`config.mk`:
```
export PLATFORM = sky130hd
export DESIGN_NAME = accum_adder_tree
export DESIGN_NICKNAME = d
export VERILOG_FILES = /design/src/rtl/accum_adder_tree_pkg.sv /design/src/rtl/accum_adder_tree_level.sv /design/src/rtl/accum_adder_tree.sv
export SDC_FILE = /design/constraint.sdc
export NUM_CORES = 2
export LEC_CHECK = 0
export CELL_PAD_IN_SITES_DETAIL_PLACEMENT = 1
export CELL_PAD_IN_SITES_GLOBAL_PLACEMENT = 1
export CORE_MARGIN = 2
export CORE_UTILIZATION = 44
export CTS_CLUSTER_DIAMETER = 100
export CTS_CLUSTER_SIZE = 10
export DETAILED_ROUTE_END_ITERATION = 12
export GPL_ROUTABILITY_DRIVEN = 1
export GPL_TIMING_DRIVEN = 0
export PLACE_DENSITY = 0.84
export SYNTH_ARGS = -nofsm -noshare
export SYNTH_HDL_FRONTEND = slang
export SYNTH_SLANG_ARGS = --single-unit
```
`constraint.sdc`:
```
create_clock -name clk -period 38.6 [get_ports clk]
set_input_delay 11.58 -clock clk [delete_from_list [all_inputs] [get_ports clk]]
set_output_delay 11.58 -clock clk [all_outputs]
set_load 0.05 [all_outputs]
```
`src/rtl/accum_adder_tree_pkg.sv`:
```
// accum_adder_tree_pkg: shared sizing for the 28-lane product adder tree and beat accumulator.
// Level g of the tree carries lvl_cnt(g) operands of PROD_W+g bits, packed at lvl_off(g) of one flat bus.
package accum_adder_tree_pkg;
   localparam int LANES       = 28;
   localparam int PROD_W      = 26;
   localparam int NUM_BEATS   = 28;
   localparam int ACC_W       = 36;
   localparam int TREE_LEVELS = 5;
   localparam int TREE_W      = PROD_W + TREE_LEVELS;
   localparam int CNT_W       = 5;
   typedef logic signed [ACC_W-1:0] acc_t;
   typedef logic [CNT_W-1:0] cnt_t;
   function automatic int lvl_cnt(input int lvl);
      int c;
      c = LANES;
      for (int i = 0; i < lvl; i++) c = (c + 1) / 2;
      return c;
   endfunction
   function automatic int lvl_off(input int lvl);
      int o;
      o = 0;
      for (int i = 0; i < lvl; i++) o += lvl_cnt(i) * (PROD_W + i);
      return o;
   endfunction
   localparam int BUS_W = lvl_off(TREE_LEVELS) + TREE_W;
endpackage

```
`src/rtl/accum_adder_tree_level.sv`:
```
// tree_adder_level: one registered level of the signed adder tree with its valid bit.
// Operands are added pairwise; an unpaired last operand passes through sign-extended.
module tree_adder_level
   import accum_adder_tree_pkg::*;
#(
   parameter  int IN_CNT  = 2,
   parameter  int IN_W    = 8,
   localparam int OUT_CNT = (IN_CNT + 1) / 2,
   localparam int OUT_W   = IN_W + 1
) (
   input  logic                     clk,
   input  logic                     rst,
   input  logic                     flush_i,
   input  logic                     valid_i,
   input  logic [IN_CNT*IN_W-1:0]   data_i,
   output logic                     valid_o,
   output logic [OUT_CNT*OUT_W-1:0] data_o
);
   logic [OUT_CNT*OUT_W-1:0] data_d, data_q;
   logic valid_q;
   for (genvar k = 0; k < OUT_CNT; k++) begin : g_pair
      logic [IN_W-1:0] a;
      assign a = data_i[2*k*IN_W +: IN_W];
      if (2*k + 1 < IN_CNT) begin : g_add
         logic [IN_W-1:0] b;
         assign b = data_i[(2*k+1)*IN_W +: IN_W];
         assign data_d[k*OUT_W +: OUT_W] = {a[IN_W-1], a} + {b[IN_W-1], b};
      end else begin : g_pass
         assign data_d[k*OUT_W +: OUT_W] = {a[IN_W-1], a};
      end
   end
   always_ff @(posedge clk or posedge rst) begin
      if (rst) begin
         data_q  <= '0;
         valid_q <= 1'b0;
      end else begin
         data_q  <= data_d;
         valid_q <= valid_i & ~flush_i;
      end
   end
   assign data_o  = data_q;
   assign valid_o = valid_q;
endmodule

```
`src/rtl/accum_adder_tree.sv`:
```
// accum_adder_tree: 5-level registered adder tree over 28 signed products, then a
// NUM_BEATS-beat accumulator producing one neuron pre-activation sum with a one-cycle OutValid.
module accum_adder_tree
   import accum_adder_tree_pkg::*;
(
   input  logic                    clk,
   input  logic                    GlobalReset,
   input  logic [LANES*PROD_W-1:0] Product_syn,
   input  logic                    InValid,
   input  logic                    ClearAcc,
   output logic [ACC_W-1:0]        NeuronSum,
   output logic                    OutValid,
   output logic [CNT_W-1:0]        BeatCount
);
   logic [BUS_W-1:0] bus;
   logic [TREE_LEVELS:0] vld;
   logic [TREE_W-1:0] tree_raw;
   acc_t tree, sum, acc_d, acc_q, nsum_d, nsum_q;
   cnt_t cnt_d, cnt_q;
   logic tv, last, ov_d, ov_q;
   assign bus[0 +: LANES*PROD_W] = Product_syn;
   assign vld[0] = InValid;
   // ClearAcc flushes every level's valid, so beats in flight and a concurrent beat are dropped.
   for (genvar g = 0; g < TREE_LEVELS; g++) begin : g_lvl
      tree_adder_level #(.IN_CNT(lvl_cnt(g)), .IN_W(PROD_W + g)) u_lvl (
         .clk     (clk),
         .rst     (GlobalReset),
         .flush_i (ClearAcc),
         .valid_i (vld[g]),
         .data_i  (bus[lvl_off(g) +: lvl_cnt(g)*(PROD_W+g)]),
         .valid_o (vld[g+1]),
         .data_o  (bus[lvl_off(g+1) +: lvl_cnt(g+1)*(PROD_W+g+1)])
      );
   end
   assign tree_raw = bus[lvl_off(TREE_LEVELS) +: TREE_W];
   assign tree     = {{(ACC_W-TREE_W){tree_raw[TREE_W-1]}}, tree_raw};
   assign tv       = vld[TREE_LEVELS];
   always_comb begin
      last   = cnt_q == cnt_t'(NUM_BEATS - 1);
      sum    = acc_q + tree;
      ov_d   = tv && last && !ClearAcc;
      acc_d  = ClearAcc || (tv && last) ? '0 : !tv ? acc_q : cnt_q == '0 ? tree : sum;
      cnt_d  = ClearAcc || (tv && last) ? '0 : tv ? cnt_q + 1'b1 : cnt_q;
      nsum_d = ov_d ? sum : nsum_q;
   end
   always_ff @(posedge clk or posedge GlobalReset) begin
      if (GlobalReset) begin
         acc_q  <= '0;
         cnt_q  <= '0;
         nsum_q <= '0;
         ov_q   <= 1'b0;
      end else begin
         acc_q  <= acc_d;
         cnt_q  <= cnt_d;
         nsum_q <= nsum_d;
         ov_q   <= ov_d;
      end
   end
   assign NeuronSum = nsum_q;
   assign OutValid  = ov_q;
   assign BeatCount = cnt_q;
endmodule

```
==> metrics.md <==
| Metric | Value |
|---|---|
| Wirelength, routed | 192,600 µm |
| Most used DFF post-synth | dfrtp_1 |
| Total Routing Usage GR | 0.2775 |
| Number of core rows | 133 |
| Root Driver | clkbuf_16 |
| Worst path max stage delay | 0.74 ns |
| Critical path required time | 39.10 ns |
| Post-route ant nets | 0 |
| CTS Buf Count | 96 |
| Synthesized Nets | 7,659 |
| Clk sinks | 863 |
| Yosys warns | 0 |
| Ys async rst share | 1.000 |
| Chip height | 368.9 µm |
| Critical Path End | g_lvl[0].u_lvl.data_o[350] |
| P&R area growth vs syn | 21.69% |
| Placed cell count | 8,673 |
| Non-Filler Instances | 8,792 |
| I/O Buffers | 773 |
| RSZ-0062 raised after global routing | no |
| Final Setup Violations | 0 |
| LEAKAGE | 32.36 nW |
| Netlist cell types | 94 |
| Post-CTS setup buffers | 0 |
| Slew margin rel. | 0.3863 |
| Die X-Extent | 368.9 µm |
| First-pass GRT wire length | 300,600 µm |
| Ports | 774 |
| Min Tclk post-route | 14.84 ns |
| Worst vdd ir | 44.92 µV |
| Post-CTS Resized | 0 |
| Outcome | complete, no violations |
| Hpwl dp | 156,700 µm |
| Layout cells sized above 1 | 0.02349 |
| Antenna violations before repair | 17 |
| Fillers | 14,880 |
| Worst path slowest cell | nor3b_1 |
| Worst r2r src | g_lvl[0].u_lvl.data_o[351] |
| Setup TNS | 0 ns |
| Finished Core Util | 0.5409 |
| Final hold violations | 0 |
| Post-synthesis register bit count | 863 |
| Drt first pass iters | 5 |
| Placeable Area | 131,800 µm² |
| Crit-path cells | clkdlybuf4s50_1, ha_1, inv_1, fa_1, nor2b_1, o21a_1, o21ai_1, a21oi_1, a221oi_1, nor3b_1, nor3_1, nand2b_1, a21oi_1, a22oi_1 |
| Worst EP arrival | 15.34 ns |
| Gp weighted congestion | 0.9614 |
| Skew final | 0.04001 ns |
| Crit-path max FO | 3 |
| DR vias | 50,186 |
| Nets@finish | 8,538 |
| Worst hold-check path type | reg -> reg |
| Die area | 136,100 µm² |
| Worst reg2reg path depth | 13 |
| Max Cap Viol | 0 |
| Vias in the first global route | 54,433 |
| Slew @ Worst Pin | 0.8974 ns |
| DRC | 0 |
| Critical path origin | Product_syn[650] |
| Commonest non-fill, non-tap cell in the layout | dfrtp_1 |
| Tcrit/Tclk final | 0.3845 |
| Worst R2R End | g_lvl[1].u_lvl.data_o[192] |
| Post-synth EDFFs | 0 |
| Initial Util | 0.4445 |
| CP Launch Type | input port |
| CTS H-tree lvls | 3 |
| Clk Latency, worst-skew pair | 0.69 ns |
| CTS max path bufs | 3 |
| Critical Path End Type | register |
| Most frequent cells in the layout | dfrtp_1 (863), clkdlybuf4s50_1 (773), ha_1 (762), a21oi_1 (511), nor2_1 (485) |
| Post-CTS Hold Fix Bufs | 0 |
| Largest net degree at the start of global routing | 139 |
| Seq/Total Area, Yosys | 0.3686 |
| Post-Syn Instances | 6,137 |
| TritonCTS clock tree | done |
| Grt total ovfl | 0 |
| Mean instance size in the synthesized netlist | 9.546 µm² |
| Initial DRC count | 2,228 |
| Worst setup path category | in -> reg |
| Fmax | 0.06738 GHz |
| Critical Path Most Common Cell | a21oi_1 |
| Reg clk slew, reported paths | 0.06 ns |
| Reg2Reg Setup Slack | 34.85 ns |
| Pwr Density | 70.77 nW/µm² |
| Vias/cell | 5.708 |
| Syn Std Cell Area | 58,580 µm² |
| Routed len/inst | 21.91 µm |
| Max-slew violation count | 0 |
through the flow:
stage / setup slack, ns / hold WS, ns / instance area, µm² / total power [mW]
global route: 23.75 / 0.3366 / 71280 / 5.418
global placement: -5.451 / 0.3317 / 68510 / 4.075
detailed placement: 23.14 / 0.3363 / 68720 / 4.199
floorplan: 2.768 / 0.3312 / 58580 / 3.368
finish: 23.76 / 0.3363 / 71290 / 5.045
CTS: 23.81 / 0.3304 / 71250 / 5.058
layer usage:
layer	vias to the layer above	routed length, µm	track usage
met2	983	99610	0.5137
met3	307	6462	0.03409
li1	23946	-	-
met1	24950	79610	0.3280
met4	0	6907	0.09670
met5	-	0	0
synth_stat cells (46+ instances only):
library cell / number / area, µm²
a21o_1: 278 / 2087
o211ai_1: 47 / 352.8
nand4_1: 58 / 362.9
xnor2_1: 441 / 3862
nand2_1: 398 / 1494
clkbuf_1: 54 / 202.7
a211oi_1: 62 / 465.5
and3_1: 63 / 394.1
nor3_1: 150 / 750.7
nand2b_1: 112 / 700.7
a31oi_1: 46 / 287.8
o21ai_0: 214 / 1071
nand3_1: 119 / 595.6
o21ai_1: 149 / 745.7
ha_1: 762 / 9534
a21oi_1: 511 / 2557
o21a_1: 148 / 1111
o21bai_1: 66 / 495.5
xor2_1: 170 / 1489
nor2_1: 485 / 1821
nor2b_1: 106 / 663.1
dfrtp_1: 863 / 21600
inv_1: 283 / 1062
area by class of cell:
type                            count  area (µm²)  area share
Multi-Input combinational cell   4930       35690      0.5007
Sequential cell                   863       21600      0.3029
Timing Repair Buffer              781        7940      0.1114
Clock buffer                       98        2441     0.03424
Tap cell                         1755        2196     0.03080
Inverter                          286        1082     0.01518
Buffer                             58       219.0    0.003072
Clock inverter                      7       86.33    0.001211
Antenna cell                       14       35.03   0.0004914
worst min path at each step:
stage | from | depth (start not counted) | endpoint | slack (ns)
6_report | g_lvl[1].u_lvl.data_o[181] | 0 | g_lvl[2].u_lvl.data_o[100] | 0.34
5_1_grt | g_lvl[1].u_lvl.data_o[181] | 0 | g_lvl[2].u_lvl.data_o[100] | 0.34
4_1_cts | g_lvl[1].u_lvl.data_o[181] | 0 | g_lvl[2].u_lvl.data_o[100] | 0.33
3_5_place_dp | g_lvl[1].u_lvl.data_o[181] | 0 | g_lvl[2].u_lvl.data_o[100] | 0.34
3_3_place_gp | g_lvl[1].u_lvl.data_o[180] | 0 | g_lvl[2].u_lvl.data_o[99] | 0.33
2_1_floorplan | g_lvl[1].u_lvl.data_o[181] | 0 | g_lvl[2].u_lvl.data_o[100] | 0.33
state kept, by name, indices dropped and copies added, names as in the netlist:
signal               cells
g_lvl.u_lvl.data_o     780
NeuronSum               36
acc_q                   36
BeatCount                5
g_lvl.u_lvl.valid_o      5
OutValid                 1
power breakdown:
| group | switching (mW) | leakage [nW] | internal (mW) |
|---|---|---|---|
| Clock | 0.362 | 1.24 | 0.444 |
| Combinational | 1.63 | 20.9 | 1.18 |
| Sequential | 0.187 | 10.2 | 1.24 |
worst max-delay path, delay by kind of cell:
family | cells | cell delay (ns)
fa+ha+maj | 2 | 0.64
simple gates | 4 | 1.24
compound gates | 6 | 1.33
buf+inv | 2 | 0.54
logic make-up after synthesis:
group,synth area share
fa+ha+maj,0.1723
compound gates,0.2068
xor+xnor,0.09135
simple gates,0.1356
buf+inv,0.02208
flops,0.3686
mux,0.003247
Note: power is estimated with default switching activity, not from simulation.
